[src/rtl/lrn_pkg.sv]
// Shared types and helpers for the LRN window buffer.
package lrn_pkg;

    typedef enum logic [2:0] {
        ST_IDLE,
        ST_FILL,
        ST_PRIME,
        ST_UPDATE,
        ST_OFFER,
        ST_WAIT_DIV
    } lrn_wb_state_t;

    // A window of local_size squares of data_width-bit signed samples.
    function automatic int sumsq_width(input int data_width, input int local_size);
        return 2 * data_width + $clog2(local_size + 1);
    endfunction

endpackage

[src/rtl/lrn_window_buffer_if.sv]
// Read-return, sum-of-squares stream and divider-return signals of the window buffer.
interface lrn_window_buffer_if
    import lrn_pkg::*;
#(
    parameter int DATA_WIDTH = 16,
    parameter int SUM_WIDTH  = sumsq_width(16, 5)
);
    logic                  rd_valid;
    logic [DATA_WIDTH-1:0] rd_data;
    logic                  sq_out_valid;
    logic                  sq_out_ready;
    logic [DATA_WIDTH-1:0] pixel_out;
    logic [SUM_WIDTH-1:0]  sumsq_out;
    logic                  div_out_valid;

    // Memory / divider side.
    modport master (
        output rd_valid, rd_data, sq_out_ready, div_out_valid,
        input  sq_out_valid, pixel_out, sumsq_out
    );

    // Window buffer side.
    modport slave (
        input  rd_valid, rd_data, sq_out_ready, div_out_valid,
        output sq_out_valid, pixel_out, sumsq_out
    );
endinterface

[src/rtl/lrn_chan_ram.sv]
// Channel sample store: one synchronous write port, two asynchronous read ports
// so the add and subtract terms of the sliding window are read together.
module lrn_chan_ram #(
    parameter int DEPTH      = 64,
    parameter int DATA_WIDTH = 16,
    parameter int AW         = 6
) (
    input  logic                  core_clk,
    input  logic                  i_wr_en,
    input  logic [AW-1:0]         i_wr_addr,
    input  logic [DATA_WIDTH-1:0] i_wr_data,
    input  logic [AW-1:0]         i_rd_addr_a,
    output logic [DATA_WIDTH-1:0] o_rd_data_a,
    input  logic [AW-1:0]         i_rd_addr_b,
    output logic [DATA_WIDTH-1:0] o_rd_data_b
);
    localparam logic [AW:0] DEPTH_W = (AW+1)'(DEPTH);

    logic [DATA_WIDTH-1:0] r_mem [DEPTH];

    logic w_wr_in_range;
    logic w_a_in_range;
    logic w_b_in_range;

    assign w_wr_in_range = {1'b0, i_wr_addr}   < DEPTH_W;
    assign w_a_in_range  = {1'b0, i_rd_addr_a} < DEPTH_W;
    assign w_b_in_range  = {1'b0, i_rd_addr_b} < DEPTH_W;

    assign o_rd_data_a = w_a_in_range ? r_mem[i_rd_addr_a] : '0;
    assign o_rd_data_b = w_b_in_range ? r_mem[i_rd_addr_b] : '0;

    // Sample write; contents need no reset since every pixel refills them.
    always_ff @(posedge core_clk) begin
        if (i_wr_en && w_wr_in_range) begin
            r_mem[i_wr_addr] <= i_wr_data;
        end
    end
endmodule

[src/rtl/lrn_window_buffer.sv]
// LRN window buffer: captures one pixel's channel vector, streams each channel
// with its cross-channel sum of squares, and tracks returning divider results.
//
// state       | meaning
// ------------+-----------------------------------------------------------
// ST_IDLE     | waiting for start_normalization with a legal dim3
// ST_FILL     | capturing read returns into the channel buffer
// ST_PRIME    | accumulating the first HALF squares of the window
// ST_UPDATE   | slide window by one channel, register the output pair
// ST_OFFER    | pair held on the stream until the divider accepts it
// ST_WAIT_DIV | all pairs sent, waiting for the remaining divider results
module lrn_window_buffer
    import lrn_pkg::*;
#(
    parameter int M_WIDTH    = 10,
    parameter int DATA_WIDTH = 16,
    parameter int MAX_CH     = 64,
    parameter int LOCAL_SIZE = 5,
    parameter int SUM_WIDTH  = sumsq_width(DATA_WIDTH, LOCAL_SIZE)
) (
    input  logic               core_clk,
    input  logic               reset,
    input  logic               start_normalization,
    input  logic               normalized_layer,
    input  logic [M_WIDTH-1:0] dim3,
    output logic               full_flag,
    output logic               normalized_window,
    output logic               err,
    lrn_window_buffer_if.slave bus
);
    localparam int HALF = LOCAL_SIZE / 2;
    localparam int AW   = (MAX_CH > 1) ? $clog2(MAX_CH) : 1;
    localparam int IW   = M_WIDTH + 1;
    localparam int SQW  = 2 * DATA_WIDTH;

    localparam logic [IW-1:0]      MAX_CH_W = IW'(MAX_CH);
    localparam logic [IW-1:0]      HALF_W   = IW'(HALF);
    localparam logic [IW-1:0]      HALF_P1  = IW'(HALF + 1);
    localparam logic [M_WIDTH-1:0] HALF_M1  = M_WIDTH'((HALF > 0) ? HALF - 1 : 0);

    lrn_wb_state_t         r_state;
    logic [M_WIDTH-1:0]    r_dim;
    logic [M_WIDTH-1:0]    r_fill_cnt;
    logic [M_WIDTH-1:0]    r_prime_k;
    logic [M_WIDTH-1:0]    r_c;
    logic [M_WIDTH-1:0]    r_div_cnt;
    logic [SUM_WIDTH-1:0]  r_sum;
    logic [DATA_WIDTH-1:0] r_pix_next;
    logic                  r_full;
    logic                  r_sq_valid;
    logic [DATA_WIDTH-1:0] r_pixel;
    logic [SUM_WIDTH-1:0]  r_sumsq;
    logic                  r_nw;
    logic                  r_err;

    logic [AW-1:0]         w_addr_a;
    logic [AW-1:0]         w_addr_b;
    logic [DATA_WIDTH-1:0] w_rd_a;
    logic [DATA_WIDTH-1:0] w_rd_b;
    logic                  w_wr_en;
    logic signed [SQW-1:0] w_ext_a;
    logic signed [SQW-1:0] w_ext_b;
    logic signed [SQW-1:0] w_prod_a;
    logic signed [SQW-1:0] w_prod_b;
    logic [SUM_WIDTH-1:0]  w_sq_a;
    logic [SUM_WIDTH-1:0]  w_sq_b;
    logic                  w_add_ok;
    logic                  w_sub_ok;
    logic [SUM_WIDTH-1:0]  w_sum_upd;
    logic                  w_dim_ok;
    logic                  w_fill_last;
    logic                  w_c_last;
    logic                  w_div_window;
    logic                  w_div_accept;
    logic                  w_div_bad;
    logic                  w_rd_bad;
    logic [M_WIDTH-1:0]    w_div_cnt_nxt;

    assign w_wr_en = bus.rd_valid && (r_state == ST_FILL) && !normalized_layer;

    lrn_chan_ram #(
        .DEPTH      (MAX_CH),
        .DATA_WIDTH (DATA_WIDTH),
        .AW         (AW)
    ) u_chan_ram (
        .core_clk    (core_clk),
        .i_wr_en     (w_wr_en),
        .i_wr_addr   (AW'(r_fill_cnt)),
        .i_wr_data   (bus.rd_data),
        .i_rd_addr_a (w_addr_a),
        .o_rd_data_a (w_rd_a),
        .i_rd_addr_b (w_addr_b),
        .o_rd_data_b (w_rd_b)
    );

    // Port A: priming term or the channel entering the window.
    always_comb begin
        w_addr_a = AW'(r_c) + AW'(HALF);
        if (r_state == ST_PRIME) begin
            w_addr_a = AW'(r_prime_k);
        end
    end

    // Port B: channel leaving the window in UPDATE, otherwise the next pixel to offer.
    always_comb begin
        w_addr_b = '0;
        case (r_state)
            ST_UPDATE: w_addr_b = AW'(r_c) - AW'(HALF + 1);
            ST_OFFER:  w_addr_b = AW'(r_c) + AW'(1);
            default:   w_addr_b = '0;
        endcase
    end

    // Squares taken on sign-extended operands; the product is never negative.
    assign w_ext_a  = {{DATA_WIDTH{w_rd_a[DATA_WIDTH-1]}}, w_rd_a};
    assign w_ext_b  = {{DATA_WIDTH{w_rd_b[DATA_WIDTH-1]}}, w_rd_b};
    assign w_prod_a = w_ext_a * w_ext_a;
    assign w_prod_b = w_ext_b * w_ext_b;
    assign w_sq_a   = {{(SUM_WIDTH-SQW){1'b0}}, w_prod_a};
    assign w_sq_b   = {{(SUM_WIDTH-SQW){1'b0}}, w_prod_b};

    assign w_add_ok  = ({1'b0, r_c} + HALF_W) < {1'b0, r_dim};
    assign w_sub_ok  = {1'b0, r_c} >= HALF_P1;
    assign w_sum_upd = r_sum + (w_add_ok ? w_sq_a : '0) - (w_sub_ok ? w_sq_b : '0);

    assign w_dim_ok    = (dim3 != '0) && ({1'b0, dim3} <= MAX_CH_W);
    assign w_fill_last = ({1'b0, r_fill_cnt} + 1'b1) == {1'b0, r_dim};
    assign w_c_last    = ({1'b0, r_c} + 1'b1) == {1'b0, r_dim};

    assign w_div_window  = (r_state == ST_UPDATE) || (r_state == ST_OFFER) ||
                           (r_state == ST_WAIT_DIV);
    assign w_div_accept  = bus.div_out_valid && w_div_window && (r_div_cnt != r_dim);
    assign w_div_bad     = bus.div_out_valid && !w_div_accept;
    assign w_rd_bad      = bus.rd_valid && (r_state != ST_FILL);
    assign w_div_cnt_nxt = r_div_cnt + {{(M_WIDTH-1){1'b0}}, w_div_accept};

    // Main sequencer: state, counters, running sum and all registered outputs.
    always_ff @(posedge core_clk or posedge reset) begin
        if (reset) begin
            r_state    <= ST_IDLE;
            r_dim      <= '0;
            r_fill_cnt <= '0;
            r_prime_k  <= '0;
            r_c        <= '0;
            r_div_cnt  <= '0;
            r_sum      <= '0;
            r_pix_next <= '0;
            r_full     <= 1'b0;
            r_sq_valid <= 1'b0;
            r_pixel    <= '0;
            r_sumsq    <= '0;
            r_nw       <= 1'b0;
            r_err      <= 1'b0;
        end else if (normalized_layer) begin
            // Layer done overrides everything; the error flag survives it.
            r_state    <= ST_IDLE;
            r_fill_cnt <= '0;
            r_prime_k  <= '0;
            r_c        <= '0;
            r_div_cnt  <= '0;
            r_sum      <= '0;
            r_pix_next <= '0;
            r_full     <= 1'b0;
            r_sq_valid <= 1'b0;
            r_pixel    <= '0;
            r_sumsq    <= '0;
            r_nw       <= 1'b0;
        end else begin
            r_nw <= 1'b0;
            if (w_div_accept) begin
                r_div_cnt <= w_div_cnt_nxt;
            end
            if (w_div_bad || w_rd_bad) begin
                r_err <= 1'b1;
            end
            case (r_state)
                ST_IDLE: begin
                    if (start_normalization) begin
                        if (w_dim_ok) begin
                            r_dim      <= dim3;
                            r_fill_cnt <= '0;
                            r_state    <= ST_FILL;
                        end else begin
                            r_err <= 1'b1;
                        end
                    end
                end
                ST_FILL: begin
                    if (bus.rd_valid) begin
                        r_fill_cnt <= r_fill_cnt + 1'b1;
                        if (w_fill_last) begin
                            r_full    <= 1'b1;
                            r_prime_k <= '0;
                            r_c       <= '0;
                            // Channel 0 is the first pixel offered; with one channel it is this very sample.
                            r_pix_next <= (r_fill_cnt == '0) ? bus.rd_data : w_rd_b;
                            if (HALF > 0) begin
                                r_state <= ST_PRIME;
                            end else begin
                                r_state <= ST_UPDATE;
                            end
                        end
                    end
                end
                ST_PRIME: begin
                    if (r_prime_k < r_dim) begin
                        r_sum <= r_sum + w_sq_a;
                    end
                    r_prime_k <= r_prime_k + 1'b1;
                    if (r_prime_k == HALF_M1) begin
                        r_state <= ST_UPDATE;
                    end
                end
                ST_UPDATE: begin
                    r_sum      <= w_sum_upd;
                    r_sumsq    <= w_sum_upd;
                    r_pixel    <= r_pix_next;
                    r_sq_valid <= 1'b1;
                    r_state    <= ST_OFFER;
                end
                ST_OFFER: begin
                    if (bus.sq_out_ready) begin
                        r_sq_valid <= 1'b0;
                        if (w_c_last) begin
                            r_state <= ST_WAIT_DIV;
                        end else begin
                            r_c        <= r_c + 1'b1;
                            r_pix_next <= w_rd_b;
                            r_state    <= ST_UPDATE;
                        end
                    end
                end
                ST_WAIT_DIV: begin
                    if (w_div_cnt_nxt == r_dim) begin
                        r_nw       <= 1'b1;
                        r_full     <= 1'b0;
                        r_fill_cnt <= '0;
                        r_prime_k  <= '0;
                        r_c        <= '0;
                        r_div_cnt  <= '0;
                        r_sum      <= '0;
                        r_state    <= ST_FILL;
                    end
                end
                default: r_state <= ST_IDLE;
            endcase
        end
    end

    assign full_flag         = r_full;
    assign normalized_window = r_nw;
    assign err               = r_err;
    assign bus.sq_out_valid  = r_sq_valid;
    assign bus.pixel_out     = r_pixel;
    assign bus.sumsq_out     = r_sumsq;
endmodule

[src/flat_wrapper.sv]
// flat-port wrapper written by rule: the top's interface ports become plain ports
module lrn_window_buffer_flat import lrn_pkg::*;
#(
    parameter int M_WIDTH    = 10,
    parameter int DATA_WIDTH = 16,
    parameter int MAX_CH     = 64,
    parameter int LOCAL_SIZE = 5,
    parameter int SUM_WIDTH  = sumsq_width(DATA_WIDTH, LOCAL_SIZE)
)
  (core_clk, reset, start_normalization, normalized_layer, dim3, full_flag, normalized_window, err, bus_rd_valid, bus_rd_data, bus_sq_out_ready, bus_div_out_valid, bus_sq_out_valid, bus_pixel_out, bus_sumsq_out);
  lrn_window_buffer_if #(.DATA_WIDTH(DATA_WIDTH), .SUM_WIDTH(SUM_WIDTH)) bus_i ();
  input  logic core_clk;
  input  logic reset;
  input  logic start_normalization;
  input  logic normalized_layer;
  input  logic [M_WIDTH-1:0] dim3;
  output logic full_flag;
  output logic normalized_window;
  output logic err;
  input wire logic [$bits(bus_i.rd_valid)-1:0] bus_rd_valid;
  input wire logic [$bits(bus_i.rd_data)-1:0] bus_rd_data;
  input wire logic [$bits(bus_i.sq_out_ready)-1:0] bus_sq_out_ready;
  input wire logic [$bits(bus_i.div_out_valid)-1:0] bus_div_out_valid;
  output wire logic [$bits(bus_i.sq_out_valid)-1:0] bus_sq_out_valid;
  output wire logic [$bits(bus_i.pixel_out)-1:0] bus_pixel_out;
  output wire logic [$bits(bus_i.sumsq_out)-1:0] bus_sumsq_out;
  assign bus_i.rd_valid = bus_rd_valid;
  assign bus_i.rd_data = bus_rd_data;
  assign bus_i.sq_out_ready = bus_sq_out_ready;
  assign bus_i.div_out_valid = bus_div_out_valid;
  assign bus_sq_out_valid = bus_i.sq_out_valid;
  assign bus_pixel_out = bus_i.pixel_out;
  assign bus_sumsq_out = bus_i.sumsq_out;
  lrn_window_buffer #(.M_WIDTH(M_WIDTH), .DATA_WIDTH(DATA_WIDTH), .MAX_CH(MAX_CH), .LOCAL_SIZE(LOCAL_SIZE), .SUM_WIDTH(SUM_WIDTH)) u_core (.core_clk(core_clk), .reset(reset), .start_normalization(start_normalization), .normalized_layer(normalized_layer), .dim3(dim3), .full_flag(full_flag), .normalized_window(normalized_window), .err(err), .bus(bus_i));
endmodule
[config.mk]
export PLATFORM = sky130hd
export DESIGN_NAME = lrn_window_buffer_flat
export DESIGN_NICKNAME = d
export VERILOG_FILES = /design/src/rtl/lrn_pkg.sv /design/src/rtl/lrn_window_buffer_if.sv /design/src/rtl/lrn_chan_ram.sv /design/src/rtl/lrn_window_buffer.sv /design/src/flat_wrapper.sv
export SDC_FILE = /design/constraint.sdc
export NUM_CORES = 2
export LEC_CHECK = 0
export CAP_MARGIN = 5
export CORE_ASPECT_RATIO = 1.25
export CORE_MARGIN = 2
export CORE_UTILIZATION = 40
export CTS_CLUSTER_SIZE = 20
export DETAILED_ROUTE_END_ITERATION = 6
export GPL_TIMING_DRIVEN = 0
export RECOVER_POWER = 100
export SYNTH_ARGS = -nofsm -noshare
export SYNTH_HDL_FRONTEND = slang
export SYNTH_SLANG_ARGS = --single-unit
[constraint.sdc]
create_clock -name core_clk -period 14.6 [get_ports core_clk]
set_input_delay 2.92 -clock core_clk [delete_from_list [all_inputs] [get_ports core_clk]]
set_output_delay 2.92 -clock core_clk [all_outputs]
set_load 0.005 [all_outputs]
======== Word level (Yosys, flattened, before mapping) ========
Memory sizes are Yosys's and may differ from the RTL's.
Index checks and enable logic that the tools add are counted.
word-level totals
  memories kept ........................... 1
  RAM bits ................................ 1024
  register bits ........................... 159
  output and inout port bits .............. 55
  word-level logic and storage cells ...... 151
operators by class
  equality and inequality tests ........... 20
  reduce and logical (&&, ||, !) cells .... 32
  muxes and demuxes ....................... 64
  add/subtract/negate cells ............... 13
  bitwise logic cells ..................... 1
  $lt $le $gt $ge ......................... 4
  multipliers ............................. 2
memories
  name                     words  width  rd ports  clocked after memory_dff  wr ports  line                text
  u_core.u_chan_ram.r_mem  64     16     2         0                         1         lrn_chan_ram.sv:19  logic [DATA_WIDTH-1:0] r_mem [DEPTH];
operator list
  cell                     number
  $mux W35                 5
  $mux W10                 15
  $mux W16                 8
  $pmux W35 S3             1
  $pmux W10 S3             3
  $mul A16 B16 Y32         2
  $mux W32                 2
  $add A35 B32 Y35         1
  $add A35 B35 Y35         1
  $sub A35 B35 Y35         1
  $pmux W16 S2             1
  $add A10 B1 Y10 const B  3
  $mux W3                  9
  $add A10 B1 Y11 const B  2
  $eq A11 B10 Y1           2
  $ne A3 B3 Y1 const B     7
  $pmux W3 S6              1
  $reduce_bool A4 Y1       4
  $mux W1                  15
  $pmux W6 S2              1
  $reduce_and A4 Y1        3
  $add A10 B2 Y11 const B  1
  $lt A11 B10 Y1           1
  $add A10 B1 Y10          1
  30 further kinds         46

======== Depth between registers and ports, before layout ========
  word-level depth ........................ 12
  gate-level depth with buffers ........... 53
  depth with buffers taken out ............ 46

======== Cells and area by module ========
From an unflattened synthesis, not the netlist that was laid out.
second synthesis, totals
  cell total of the unflattened synthesis .. 6191
  area total of the unflattened synthesis .. 79580.1 um^2
by module, submodules not included
  module             area an instance (um^2)  cells each  sequential area each (um^2)  instances
  lrn_chan_ram       48156.2                  2550        30749.5                      1
  lrn_window_buffer  31423.9                  3641        3978.8                       1

======== Least setup slack after synthesis ========
Ideal clock, no wire load.
  path type ............................... flip-flop to flip-flop
  from .................................... register u_core.r_state[1]
  to ...................................... register u_core.r_sum[33]
  setup time .............................. 136 ps
  buffers on the path ..................... 5
  data arrival time ....................... 11081 ps
  cell stages (with the launch flop) ...... 48
  clock period less this slack ............ 11217 ps
  setup slack ............................. 3383 ps
  path through ............................ dfrtp_1 buf_4 nor3b_4 inv_4 ha_1 a211o_1 a22o_1 nor2_2 buf_4 buf_4 mux4_2 a22oi_1 nor2_1 nor4_1 buf_4 inv_2 buf_2 nand2_1 (+12 left out) a311oi_1 a211oi_1 o21ai_0 a21oi_1 nor2b_1 o21ai_0 o211a_1 fa_1 inv_1 ha_1 a2111oi_0 a32oi_1 o21ai_0 a2bb2oi_1 o2111ai_1 a21oi_1 mux2i_1 o211ai_1
on the way
  cells in the longest elaborated chain, start to end .. 9
  elaborated cells on any way between the ends .. 27
RTL lines
  element                                                  line                                                text
  start: declaration                                       lrn_window_buffer.sv:41                             lrn_wb_state_t r_state;
  start signal: assignment                                 lrn_window_buffer.sv:140                            r_state <= ST_IDLE;
  start signal: assignment                                 lrn_window_buffer.sv:156                            r_state <= ST_IDLE;
  start signal: assignment                                 lrn_window_buffer.sv:182                            r_state <= ST_FILL;
  $eq A3 B2 Y1 (tied with other cells)                     lrn_window_buffer.sv:99, lrn_window_buffer.sv:176
  $mux W6 or $logic_or A1 B1 Y1 (tied branches)            lrn_window_buffer.sv:99, lrn_window_buffer.sv:130
  $mem_v2 Z64 W16 or $logic_or A1 B1 Y1 (tied branches)    -
  $mul A16 B16 Y32 or $logic_and A1 B1 Y1 (tied branches)  lrn_window_buffer.sv:117, lrn_window_buffer.sv:132
  $mux W32 or $logic_and A1 B1 Y1 (tied branches)          lrn_window_buffer.sv:124, lrn_window_buffer.sv:132
  $add A35 B35 Y35 or $add A10 B1 Y10 (tied branches)      lrn_window_buffer.sv:124, lrn_window_buffer.sv:135
  $sub A35 B35 Y35 or $eq A10 B10 Y1 (tied branches)       lrn_window_buffer.sv:124, lrn_window_buffer.sv:234
  $pmux W35 S3 or $ne A3 B3 Y1 (tied branches)             -
  $mux W35 or $reduce_and A3 Y1 (tied branches)            -
  end signal: assignment                                   lrn_window_buffer.sv:207                            r_sum <= r_sum + w_sq_a;
  end signal: assignment                                   lrn_window_buffer.sv:215                            r_sum <= w_sum_upd;
  end: declaration                                         lrn_window_buffer.sv:47                             logic [SUM_WIDTH-1:0] r_sum;
Several ways; a longest one is shown, not always the timed one. The select of a mux whose other input is x is not followed.
A chain may end at the register's enable or synchronous reset.

======== Worst setup path after layout ========
  from .................................... register u_core.r_state[0]
  to ...................................... register u_core.r_sum[28]
Same word-level chain as after synthesis.

==> metrics.cfg <==
[clock_tree]
clk_pin_slew_ps=60
clk_latency_ps=890
cts-root-buf=clkbuf_16
ctsHtreeMaxLevel=4
cts_tree=built
clock_path_buffers=3
cts.sinks=1183
cts_buffers=135

[grt]
grt_usage_pct=39.0
antenna_found_initial=37
grt_max_degree=103
grt_pass1_wl_um=548000
grt_pass1_vias=65500
grt_overflow=0

[logic_synthesis]
ys.flop_type=edfxtp_1
synth_top_cell_by_area=edfxtp_1
async_flop_share_pct=13.4
synthesis.nets=7850
avgSynthCellArea_sq_um=11.6
yosys.area_share.adder_pct=16.6
syn_area_sq_um=81500
synthTopCellsByArea=edfxtp_1, fa_1, mux4_2
synth_mux_area_share_pct=11.5
yosys.area_share.xor_xnor_pct=1.91
yosys_warnings=0
synth_top_family_by_area=adder cells
synth_seq_cells=1183
synth_top_area_share_pct=37.7
yosys.area_share.simple_pct=11.6
postSynthCellCount=7035
ys_seq_area_share_pct=42.6
yosys.cell_types.count=100
synth_compound_area_share_pct=9.60
synth-edff-count=1024

[final_layout]
mostFrequentLayoutCell=edfxtp_1
final_cells=10200
drive_gt1_share_pct=12.8
area_growth_pct=12.5
multi_input_area_sq_um=42200
layout_common_cells=edfxtp_1, nand2_1, inv_1, fa_1, nand3_1
fillers=18900
nets=8188
ff_latch_area_sq_um=34700

[detailed_routing]
firstDrtPassIters=7
wire_per_inst_um=40.0
drc=0
routed.top_layer=met5
wl_met2_um=171000
antenna_left=0
routed_wl_um=409000
vias=67800
met1_length_um=131000
drtIter0Drc=10900
wl_met3_um=58900
vias_per_cell=6.64

[worst_setup_path]
end_kind=flip-flop
slowest_delay_ps=720
cp.arrival_ps=15190
crit_path_max_fanout=10
worstPathRequired_ps=15320
path_class=flip-flop to flip-flop
cp-start-kind=flip-flop
crit_top_cell=fa_1
cp_slowest_cell=o311ai_0

[place]
dpl.cell_count=9932
dp_slack_ps=-1560
gp_congestion=1.10
port_buffers=87
dpl.hpwl_um=290000

[run]
max_cap_viol_count=91

[sta]
rsz0062_at_grt=false
timing.fmax_ghz=0.0691
hold_ws_ps=462
fin_skew_ps=79.1
min_period_over_period_pct=99.1
layout_min_cycle_time_ps=14470
slew_headroom_pct=-298
setup_viol=0
finalHoldViolCount=0
worstMarginPinSlew_ps=5970
fin_ws_ps=134
finalSetupTns_ps=0
final_max_slew_viol_count=1929

[floorplan]
initial_core_util_pct=40.2
rows=185
core_area_sq_um=203000
fp.dieW_um=408
die-area_sq_um=208000
ioPinCount=88
die_height_um=509

[status]
status=complete, but fails checks
violations=capacitance limit, slew limit

[min_path]
min_path_type=flip-flop to flip-flop

==> metrics by stage <==
stage	cell area (sq um)	util, %
floorplan	81500	-
global placement	85800	42.3
detailed placement	88100	43.4
CTS	92900	45.7
global route	91700	45.2
finish	91800	45.2
==> logic make-up (layout without fill, tap and decap cells) <==
kind of cell               Yosys count  count (layout)
AOI/OAI and AO/OA                 1122            1122
muxes                              572             572
adders and majority gates          782             782
xor gates and xnor gates           178             178
buffers and inverters             1166            1607
other                                0              36
DFF                               1183            1183
and+or+nand+nor                   2032            2032
==> what timing repair did <==
item                       CTS  global route
resized for setup           52           183
pin swaps                    3             4
setup endpoints to repair   32            27
setup buffers                8            10
hold buffers                 0             0
==> sequential cells by signal, summed over array words and instances, names as in the netlist <==
signal                    count
u_core.bus.sq_out_valid       1
u_core.full_flag              1
u_core.r_state                3
u_core.normalized_window      1
u_core.u_chan_ram.r_mem    1024
u_core.r_dim                 10
u_core.r_pix_next            16
u_core.bus.pixel_out         16
u_core.r_fill_cnt            10
u_core.r_div_cnt             10
u_core.r_prime_k             10
u_core.err                    1
u_core.r_c                   10
u_core.r_sum                 35
u_core.bus.sumsq_out         35
==> cells in the mapped netlist, types with 79 or more instances <==
cell type,number
nor3b_1,79
edfxtp_1,1024
mux4_2,283
a211oi_1,162
a21oi_1,242
nor2_1,269
inv_1,717
nand3_1,288
and2_1,120
xnor2_1,101
o21ai_0,149
nand2_1,956
mux2i_1,268
clkbuf_1,155
a311oi_1,96
buf_2,173
fa_1,504
dfrtp_1,159
ha_1,278
==> critical path: cells and delay by family, from the launching register on <==
family | cells | cell delay (ps)
and+or+nand+nor | 6 | 1850
adders and majority gates | 9 | 4160
xor gates and xnor gates | 1 | 560
buffers and inverters | 10 | 3080
DFF | 1 | 350
muxes | 4 | 1580
AOI/OAI and AO/OA | 9 | 2730
==> final timing paths <==
kind                                               start                              endpoint  slack [ps]  cells past startpoint
setup / recovery           u_core.r_state[0]$_DFFE_PP0P_          u_core.r_sum[28]$_DFFE_PP0P_         130                     39
hold / removal                    u_core.err$_DFFE_PP0N_                u_core.err$_DFFE_PP0N_         460                      1
setup reg to reg           u_core.r_state[0]$_DFFE_PP0P_          u_core.r_sum[28]$_DFFE_PP0P_         130                     39
hold reg to reg                   u_core.err$_DFFE_PP0N_                u_core.err$_DFFE_PP0N_         460                      1
max in group asynchronous                          reset  u_core.bus.pixel_out[14]$_DFFE_PP0P_        4580                      3
min in group asynchronous                          reset      u_core.r_fill_cnt[2]$_DFFE_PP0P_        3370                      2
==> routing by layer <==
layer / vias up / track usage [%]
li1: 26000 / -
met1: 33800 / 42.2
met2: 5976 / 57.3
met3: 2015 / 18.0
met4: 40 / 34.1
met5: - / 0.575
==> layout make-up <==
type / count / area share [%]
diodes: 36 / 0.0982
plain buffers: 435 / 2.84
clock buffers: 173 / 3.91
clock inverters: 67 / 1.00
inverters: 728 / 2.98
multi-input cells: 4686 / 46.0
flip-flops and latches: 1183 / 37.8
well taps: 2711 / 3.70
repair buffers: 204 / 1.63
Power is left out: the tool's default activity adds up to more than one toggle a clock period on the data nets, which glitch-free logic cannot reach.
